`config.mk`:
```
export PLATFORM = sky130hd
export DESIGN_NAME = pam_modulator_flat
export DESIGN_NICKNAME = d
export VERILOG_FILES = /design/src/rtl/pam_modulator_if.sv /design/src/rtl/pam_modulator.sv /design/src/flat_wrapper.sv
export SDC_FILE = /design/constraint.sdc
export NUM_CORES = 1
export LEC_CHECK = 0
export CAP_MARGIN = 20
export CORE_AREA = 4 4 75 84
export DETAILED_ROUTE_END_ITERATION = 6
export DIE_AREA = 0 0 79 88
export GPL_TIMING_DRIVEN = 1
export PLACE_DENSITY_LB_ADDON = 0.12
export SYNTH_ARGS = -nofsm -noshare
export SYNTH_HDL_FRONTEND = slang
export SYNTH_SLANG_ARGS = --single-unit
export TNS_END_PERCENT = 1
```
`constraint.sdc`:
```
create_clock -name clk -period 4.63 [get_ports clk]
set_input_delay 0.6945 -clock clk [delete_from_list [all_inputs] [get_ports clk]]
set_output_delay 0.6945 -clock clk [all_outputs]
set_load 0.1 [all_outputs]
```
`src/rtl/pam_modulator_if.sv`:
```
// AXI-Stream word channel carrying packed PAM symbols into the modulator.
interface pam_modulator_if #(
    parameter int unsigned WIDTH_AXI_DATA = 32
);
    logic                          tvalid;
    logic                          tready;
    logic [WIDTH_AXI_DATA-1:0]     tdata;
    logic [WIDTH_AXI_DATA/8-1:0]   tkeep;
    logic                          tlast;

    modport master (
        output tvalid,
        output tdata,
        output tkeep,
        output tlast,
        input  tready
    );

    modport slave (
        input  tvalid,
        input  tdata,
        input  tkeep,
        input  tlast,
        output tready
    );
endinterface

```
`src/rtl/pam_modulator.sv`:
```
// PAM transmit framer: pilot burst, packed data symbols (MSB nibble first), then a silent gap.
// One DAC code per clock; words are pulled from AXI-Stream only in their scheduled cycle.
module pam_modulator #(
    parameter int unsigned AD_CVER_WIDTH  = 12,
    parameter int unsigned LENGTH_DATA    = 1024,
    parameter int unsigned LENGTH_PILOT   = 4,
    parameter int unsigned LENGTH_GAP     = 16,
    parameter int unsigned PAM_ORDER      = 4,
    parameter int unsigned WIDTH_AXI_DATA = 32
) (
    input  logic                     clk,
    input  logic                     rst_n,
    pam_modulator_if.slave           s_axi,
    output logic                     mod_da_valid,
    output logic [AD_CVER_WIDTH-1:0] mod_da_data,
    output logic                     err_underrun,
    output logic                     err_tlast
);

    localparam int unsigned SymPerWord    = WIDTH_AXI_DATA / PAM_ORDER;
    localparam int unsigned SymIdxW       = $clog2(SymPerWord);
    localparam int unsigned WordsPerFrame = LENGTH_DATA / SymPerWord;
    localparam int unsigned CntMax0       = (LENGTH_DATA > LENGTH_GAP) ? LENGTH_DATA : LENGTH_GAP;
    localparam int unsigned CntMax        = (CntMax0 > LENGTH_PILOT) ? CntMax0 : LENGTH_PILOT;
    localparam int unsigned CntW          = $clog2(CntMax + 1);
    localparam int unsigned WIdxW         = CntW - SymIdxW;
    // Equal level spacing across the full DAC range: 4095/15 = 273 for the default widths.
    localparam int unsigned Step          = ((2 ** AD_CVER_WIDTH) - 1) / ((2 ** PAM_ORDER) - 1);

    localparam logic [CntW-1:0]    PilotLast = CntW'(LENGTH_PILOT - 1);
    localparam logic [CntW-1:0]    DataLast  = CntW'(LENGTH_DATA - 1);
    localparam logic [CntW-1:0]    GapLast   = CntW'(LENGTH_GAP - 1);
    localparam logic [SymIdxW-1:0] SymLast   = SymIdxW'(SymPerWord - 1);
    localparam logic [WIdxW-1:0]   WordLast  = WIdxW'(WordsPerFrame - 1);
    localparam logic [AD_CVER_WIDTH-1:0] MidCode = {1'b1, {(AD_CVER_WIDTH - 1){1'b0}}};

    // Unsigned level minus half scale: flipping the MSB yields the two's complement code.
    function automatic logic [AD_CVER_WIDTH-1:0] sym_to_code(input logic [PAM_ORDER-1:0] nib);
        logic [AD_CVER_WIDTH-1:0] lvl;
        lvl = AD_CVER_WIDTH'(Step * 32'(nib));
        return lvl ^ MidCode;
    endfunction

    localparam logic [AD_CVER_WIDTH-1:0] PilotCode = sym_to_code({PAM_ORDER{1'b1}});

    typedef enum logic [1:0] {StIdle, StPilot, StData, StGap} state_e;

    state_e                    state_q, state_d;
    logic [CntW-1:0]           cnt_q, cnt_d;
    logic [WIDTH_AXI_DATA-1:0] shift_q, shift_d;
    logic                      zero_q, zero_d;
    logic                      mod_da_valid_q, mod_da_valid_d;
    logic [AD_CVER_WIDTH-1:0]  mod_da_data_q, mod_da_data_d;
    logic                      err_underrun_q, err_underrun_d;
    logic                      err_tlast_q, err_tlast_d;

    logic                      sched;
    logic                      hs;
    logic                      emit;
    logic [WIdxW-1:0]          word_idx;
    logic [PAM_ORDER-1:0]      cur_nib;

    logic unused_tkeep;
    assign unused_tkeep = ^s_axi.tkeep;

    // Scheduling: one word fetch in the cycle before its first sample.
    always_comb begin
        sched = ((state_q == StPilot) && (cnt_q == PilotLast)) ||
                ((state_q == StData) && (cnt_q[SymIdxW-1:0] == SymLast) && (cnt_q != DataLast));
        hs    = sched && s_axi.tvalid;
        emit  = ((state_q == StPilot) && (cnt_q == PilotLast)) ||
                ((state_q == StData) && (cnt_q != DataLast));
        word_idx = (state_q == StPilot) ? '0 : (cnt_q[CntW-1:SymIdxW] + WIdxW'(1));
        cur_nib  = hs ? s_axi.tdata[WIDTH_AXI_DATA-1 -: PAM_ORDER]
                      : shift_q[WIDTH_AXI_DATA-1 -: PAM_ORDER];
    end

    assign s_axi.tready = sched;

    // Frame sequencing and next-cycle output values.
    always_comb begin
        state_d        = state_q;
        cnt_d          = cnt_q;
        shift_d        = shift_q;
        zero_d         = zero_q;
        mod_da_valid_d = 1'b0;
        mod_da_data_d  = '0;
        err_underrun_d = sched && !s_axi.tvalid;
        err_tlast_d    = hs && (s_axi.tlast != (word_idx == WordLast));

        if (emit) begin
            if (sched) begin
                // A missing word still occupies its slot, sent as mid-scale silence.
                shift_d = s_axi.tvalid ? (s_axi.tdata << PAM_ORDER) : '0;
                zero_d  = !s_axi.tvalid;
            end else begin
                shift_d = shift_q << PAM_ORDER;
            end
            mod_da_valid_d = 1'b1;
            mod_da_data_d  = zero_d ? '0 : sym_to_code(cur_nib);
        end

        unique case (state_q)
            StIdle: begin
                if (s_axi.tvalid) begin
                    state_d        = StPilot;
                    cnt_d          = '0;
                    mod_da_valid_d = 1'b1;
                    mod_da_data_d  = PilotCode;
                end
            end
            StPilot: begin
                if (cnt_q == PilotLast) begin
                    state_d = StData;
                    cnt_d   = '0;
                end else begin
                    cnt_d          = cnt_q + CntW'(1);
                    mod_da_valid_d = 1'b1;
                    mod_da_data_d  = PilotCode;
                end
            end
            StData: begin
                if (cnt_q == DataLast) begin
                    state_d = StGap;
                    cnt_d   = '0;
                end else begin
                    cnt_d = cnt_q + CntW'(1);
                end
            end
            StGap: begin
                if (cnt_q == GapLast) begin
                    state_d = StIdle;
                    cnt_d   = '0;
                end else begin
                    cnt_d = cnt_q + CntW'(1);
                end
            end
            default: begin
                state_d = StIdle;
                cnt_d   = '0;
            end
        endcase
    end

    // State and registered outputs; reset abandons any frame in flight.
    always_ff @(posedge clk or negedge rst_n) begin
        if (!rst_n) begin
            state_q        <= StIdle;
            cnt_q          <= '0;
            shift_q        <= '0;
            zero_q         <= 1'b0;
            mod_da_valid_q <= 1'b0;
            mod_da_data_q  <= '0;
            err_underrun_q <= 1'b0;
            err_tlast_q    <= 1'b0;
        end else begin
            state_q        <= state_d;
            cnt_q          <= cnt_d;
            shift_q        <= shift_d;
            zero_q         <= zero_d;
            mod_da_valid_q <= mod_da_valid_d;
            mod_da_data_q  <= mod_da_data_d;
            err_underrun_q <= err_underrun_d;
            err_tlast_q    <= err_tlast_d;
        end
    end

    assign mod_da_valid = mod_da_valid_q;
    assign mod_da_data  = mod_da_data_q;
    assign err_underrun = err_underrun_q;
    assign err_tlast    = err_tlast_q;

endmodule

```
`src/flat_wrapper.sv`:
```
// flat-port wrapper written by rule: the top's interface ports become plain ports
module pam_modulator_flat 
#(
    parameter int unsigned AD_CVER_WIDTH  = 12,
    parameter int unsigned LENGTH_DATA    = 1024,
    parameter int unsigned LENGTH_PILOT   = 4,
    parameter int unsigned LENGTH_GAP     = 16,
    parameter int unsigned PAM_ORDER      = 4,
    parameter int unsigned WIDTH_AXI_DATA = 32
)
  (clk, rst_n, mod_da_valid, mod_da_data, err_underrun, err_tlast, s_axi_tvalid, s_axi_tdata, s_axi_tkeep, s_axi_tlast, s_axi_tready);
  pam_modulator_if #(.WIDTH_AXI_DATA(WIDTH_AXI_DATA)) s_axi_i ();
  input  logic clk;
  input  logic rst_n;
  output logic mod_da_valid;
  output logic [AD_CVER_WIDTH-1:0] mod_da_data;
  output logic err_underrun;
  output logic err_tlast;
  input wire logic [$bits(s_axi_i.tvalid)-1:0] s_axi_tvalid;
  input wire logic [$bits(s_axi_i.tdata)-1:0] s_axi_tdata;
  input wire logic [$bits(s_axi_i.tkeep)-1:0] s_axi_tkeep;
  input wire logic [$bits(s_axi_i.tlast)-1:0] s_axi_tlast;
  output wire logic [$bits(s_axi_i.tready)-1:0] s_axi_tready;
  assign s_axi_i.tvalid = s_axi_tvalid;
  assign s_axi_i.tdata = s_axi_tdata;
  assign s_axi_i.tkeep = s_axi_tkeep;
  assign s_axi_i.tlast = s_axi_tlast;
  assign s_axi_tready = s_axi_i.tready;
  pam_modulator #(.AD_CVER_WIDTH(AD_CVER_WIDTH), .LENGTH_DATA(LENGTH_DATA), .LENGTH_PILOT(LENGTH_PILOT), .LENGTH_GAP(LENGTH_GAP), .PAM_ORDER(PAM_ORDER), .WIDTH_AXI_DATA(WIDTH_AXI_DATA)) u_core (.clk(clk), .rst_n(rst_n), .s_axi(s_axi_i), .mod_da_valid(mod_da_valid), .mod_da_data(mod_da_data), .err_underrun(err_underrun), .err_tlast(err_tlast));
endmodule
```
==> Word-level counts from Yosys, hierarchy flattened <==
Cells that the tools add are included.
Widths: inputs -> output; s select.
{ "word_totals": {"reg_bits": 61} }
{ "op_classes": {"n_addsub": 2, "multipliers": 1, "eq_ne": 14, "n_mux": 25, "n_bitwise": 1, "reduce_logical": 12} }
{ "op_table": {"columns": ["cell", "count"], "rows": [
  ["$mux 32", 2],
  ["$mux 12", 4],
  ["$mux 11", 4],
  ["$pmux 11 s4", 1],
  ["$pmux 12 s2", 1],
  ["$mul 9x4->12 const A", 1],
  ["$add 11x1->11 const B", 1],
  ["$eq 11x10->1 const B", 1],
  ["$eq 11x2->1 const B", 1],
  ["$eq 11x4->1 const B", 1],
  ["$ne 11x10->1 const B", 1],
  ["$add 8x1->8 const B", 1],
  ["$eq 8x7->1 const B", 1],
  ["$mux 2", 4],
  ["$mux 8", 1],
  ["$pmux 2 s4", 1],
  ["$logic_and 1x1->1", 7],
  ["$ne 2x2->1 const B", 3],
  ["$mux 1", 5],
  ["$eq 2x2->1 const B", 2],
  ["$mux 4", 1],
  ["$reduce_and 4->1", 1],
  ["$eq 3x3->1 const B", 1],
  ["$eq 2x1->1 const B", 1],
  ["other kinds (7)", 8]
]} }

==> Logic depth before layout (Yosys ltp) <==
{ "logic_depth": {"ltp_word": 12, "mapped_depth": 7} }

==> Least setup slack after synthesis <==
Ideal clock, no wire load.
{ "synth_path": {"path_kind": "reg2out", "from": "reg u_core.cnt_q[0]", "to": "out s_axi_tready", "t_arrival_ps": 2070, "t_required_ps": 3936, "setup_slack_ps": 1866, "stages_incl_launch_ff": 8, "n_path_buf": 2, "cell_sequence": "dfrtp_1 > ha_1 > nand3_1 > o41a_1 > buf_6 > buf_2 > a21oi_1 > inv_1"} }
{ "synth_between": {"elab_chain_cells": 4, "elab_cells_between_ends": 7} }
{ "synth_lines": {"columns": ["item", "line_no", "source"], "rows": [
  ["start: declaration", "pam_modulator.sv:49", "logic [CntW-1:0] cnt_q, cnt_d;"],
  ["start signal: assignment", "pam_modulator.sv:158", "cnt_q <= cnt_d;"],
  ["$eq 3x3->1", "pam_modulator.sv:69", "((state_q == StData) && (cnt_q[SymIdxW-1:0] == SymLast) && (cnt_q != DataLast));"],
  ["$logic_and 1x1->1 (2 in a row)", "pam_modulator.sv:69", null],
  ["$logic_or 1x1->1 *", "pam_modulator.sv:68", "sched = ((state_q == StPilot) && (cnt_q == PilotLast)) ||"],
  ["end: declaration", "flat_wrapper.sv:23", "output wire logic [$bits(s_axi_i.tready)-1:0] s_axi_tready;"]
]} }
Mark *: on every way between the ends. The rest lies on a longest branch, timed or not.

==> Worst setup path in the final report <==
Same ends and word-level chain as after synthesis.

==> metrics.md <==
| Metric | Value |
|---|---|
| Status | `complete, no violations` |
| Drt via density | `5.72` |
| Grt ovf | `0` |
| Pwr per Cell Area | `611 nW/um^2` |
| Via count | `roughly 2,500` |
| Worst-Skew Late Latency | `approximately 0.31 ns` |
| F_max | `about 300 MHz` |
| Row count | `28` |
| DP Area | `roughly 3300 um^2` |
| RSZ-0062 raised after global routing | `no` |
| Number of synthesized flops with an enable pin | `0` |
| Syn avg cell area | `a little under 9 um^2` |
| Number of hold violations in the final report | `0` |
| Crit path max fanout | `56` |
| Final setup viols | `0` |
| First-pass GRT wire length | `between 10 and 15 mm` |
| Unique masters post-synth | `43` |
| Worst rel slew slack | `0.300` |
| Worst Path Arrival | `approximately 2.7 ns` |
| CTS Buffer Depth | `2` |
| Max-cap violations | `0` |
| Fin crit period | `3.39 ns` |
| Total CTS buffers | `5` |
| Post-synthesis sequential area ratio | `0.438` |
| Die W | `79 um` |
| Post-CTS Hold Fix Bufs | `0` |
| CTS tree | `yes` |
| CP Class | `reg2out` |
| Synth top area share | `0.438` |
| Port bufs | `51` |
| Setup Buffers After CTS | `0` |
| Die area | `6950 um^2` |
| Cells after Synth | `approximately 320` |
| Root buffer cell | `clkbuf_8` |
| Maximum VDD drop | `360 uV` |
| Register bit total from synthesis | `50` |
| Fill cell count | `~500` |
| Final clock skew | `between 0.01 and 0.015 ns` |
| Die outline height | `around 90 um` |
| Antenna Violating Nets Remaining | `0` |
| Syn Nets | `370` |
| Synthesized area | `between 2000 and 3000 um^2` |
| Clock power frac | `0.128` |
| Period Utilization, post-route | `0.732` |
| DR WL/cell | `approximately 15 um` |
| Sequential Power Share | `0.324` |
| Post-CTS sizing | `0` |
| Area grow syn2layout | `19.4%` |
| Nets | `400` |
| Gate power share | `0.548` |
| Count leader, synth | `nand2_1` |
| Leak | `0.00139 uW` |
| Initial antenna violation count | `0` |
| Vias in the first global route | `~2,300` |
| Critical Path RT | `about 4 ns` |
| Predominant post-synthesis flop cell | `dfrtp_1` |
| Worst-Margin Slew | `approximately 1.0 ns` |
| CP endpoint kind | `primary output` |
| Post-route cell area | `approximately 3400 um^2` |
| WL final | `roughly 6.4 mm` |
| Leading cell types by count after synthesis | `nand2_1, dfrtp_1, a21oi_1` |
| RD Place Congestion | `between 0.8 and 0.9` |
| IO Pins | `56` |
| All-layer global routing usage | `0.196` |
| Largest area contributor in the synthesized netlist | `dfrtp_1` |
| Critical Path Start Type | `flop` |
| Starting DRC count in detailed routing | `approximately 140` |
| Final HPWL DP | `4.10 mm` |
| Max-slew violation count | `0` |
| Synth warn | `0` |
| Drc violations | `0` |
| Core area | `around 5400 um^2` |
| H-tree depth | `2` |
| Layout cells sized above 1 | `0.0593` |
| NetSw | `slightly above 1000 uW` |
| Internal Power | `1070 uW` |
| DR pass1 iterations | `4` |
| Ys async rst share | `1.00` |
| Synth area leaders | `dfrtp_1, nand2_1, a211oi_1` |
| # diodes | `0` |
| Clock sinks | `50` |
| Clock slew at reported path FFs | `0.09 ns` |
| Final TNS setup | `0 ns` |
| Hold WC Path Type | `in2async` |
| Largest net degree at the start of global routing | `58` |
| Starting Density | `0.529` |
| Switching Share | `0.484` |
==> cell families (layout without fill, tap and decap cells) <==
logic type | count (synthesis) | count (layout) | synth area share
flip-flops | 50 | 50 | 0.438
buffers and inverters | 41 | 72 | 0.0683
AND/OR/NAND/NOR | 116 | 116 | 0.201
AO/OA/AOI/OAI | 99 | 99 | 0.230
XOR/XNOR | 9 | 9 | 0.0276
multiplexers | 1 | 1 | 0.00394
adder cells (fa/ha/maj) | 7 | 7 | 0.0307
==> path summary, 6_finish.rpt <==
kind	from	end	slack (ns)	cells past startpoint
setup / recovery	u_core.cnt_q[0]	s_axi_tready	1.24	6
hold / removal	rst_n	u_core.cnt_q[9]	0.47	2
setup reg to reg	u_core.cnt_q[0]	u_core.mod_da_data[7]	1.92	5
hold reg to reg	u_core.shift_q[6]	u_core.shift_q[6]	0.51	1
max in group asynchronous	rst_n	u_core.cnt_q[4]	3.70	2
min in group clk	u_core.shift_q[6]	u_core.shift_q[6]	0.51	1
==> through the flow <==
| stage | setup WS (ns) | hold slack, ns | utilization | instances | power [uW] |
|---|---|---|---|---|---|
| final | 1.24 | 0.474 | 0.632 | 429 | 2080 |
| after floorplan | 1.87 | 0.399 | - | 323 | 1620 |
| after global routing | 1.04 | 0.539 | 0.632 | 429 | 2220 |
| after detailed placement | 1.57 | 0.482 | 0.615 | 421 | 1830 |
| after global placement | 1.57 | 0.486 | 0.615 | 421 | 1810 |
| after CTS | 1.22 | 0.511 | 0.632 | 429 | 2090 |
==> registers in the layout (all words and copies together) (netlist names) <==
register             cells
u_core.err_underrun      1
u_core.mod_da_valid      1
u_core.err_tlast         1
u_core.cnt_q            11
u_core.zero_q            1
u_core.shift_q          28
u_core.mod_da_data       5
u_core.state_q           2
==> cell usage in the layout, fill, tap and decap left out, types with 2 or more instances in the layout <==
cell             netlist  final
o21ai_0               24     24
nand4_1                4      4
ha_1                   7      7
a31oi_1                2      2
a22o_1                 6      6
nor4_4                 2      2
xnor2_1                5      5
a221o_1                4      4
nor3_1                25     25
buf_2                  6      2
a211oi_1              24     24
nand2_1               55     55
dfrtp_1               50     50
nor2_1                13     13
clkbuf_8               0      6
a21oi_1               28     28
nor4_1                 2      2
nor3_2                 2      2
buf_4                  7      5
xor2_1                 4      4
and3_1                 2      2
o31ai_1                2      2
inv_1                  9      9
nor3b_1                2      2
o32ai_1                2      2
and2_1                 2      2
clkdlybuf4s50_1        0     48
==> power by group through the flow <==
stage,sequential [uW],combinational (uW),clock [uW]
after floorplan,826,797,0
after global placement,678,1130,0
after detailed placement,684,1140,0
after CTS,675,1150,271
after global routing,693,1240,290
final,675,1140,266
==> critical path, stage by stage, from the launching register on <==
cell,delay [ns]
dfrtp_1,0.39
ha_1,0.22
nand3_1,0.18
o41a_2,0.91
a21oi_1,0.37
inv_1,0.07
buf_4,0.23
==> layer usage <==
metal,GRT usage,up-vias,part of all wire
met3,0.0319,7,0.053
met4,0.0672,0,0.013
li1,-,1216,-
met5,0,-,0
met2,0.321,65,0.48
met1,0.265,1164,0.46
==> cell type report <==
type                       instances  area, um^2  area share
clock inverter                     1        5.00     0.00147
sequential                        50        1250       0.367
timing repair buffer              55         528       0.155
tap                               75        93.8      0.0275
inverter                           9        33.8     0.00991
clock buffer                       7        86.3      0.0253
multi-input combinational        232        1410       0.414
No activity file was read; power rests on OpenSTA's default activity.
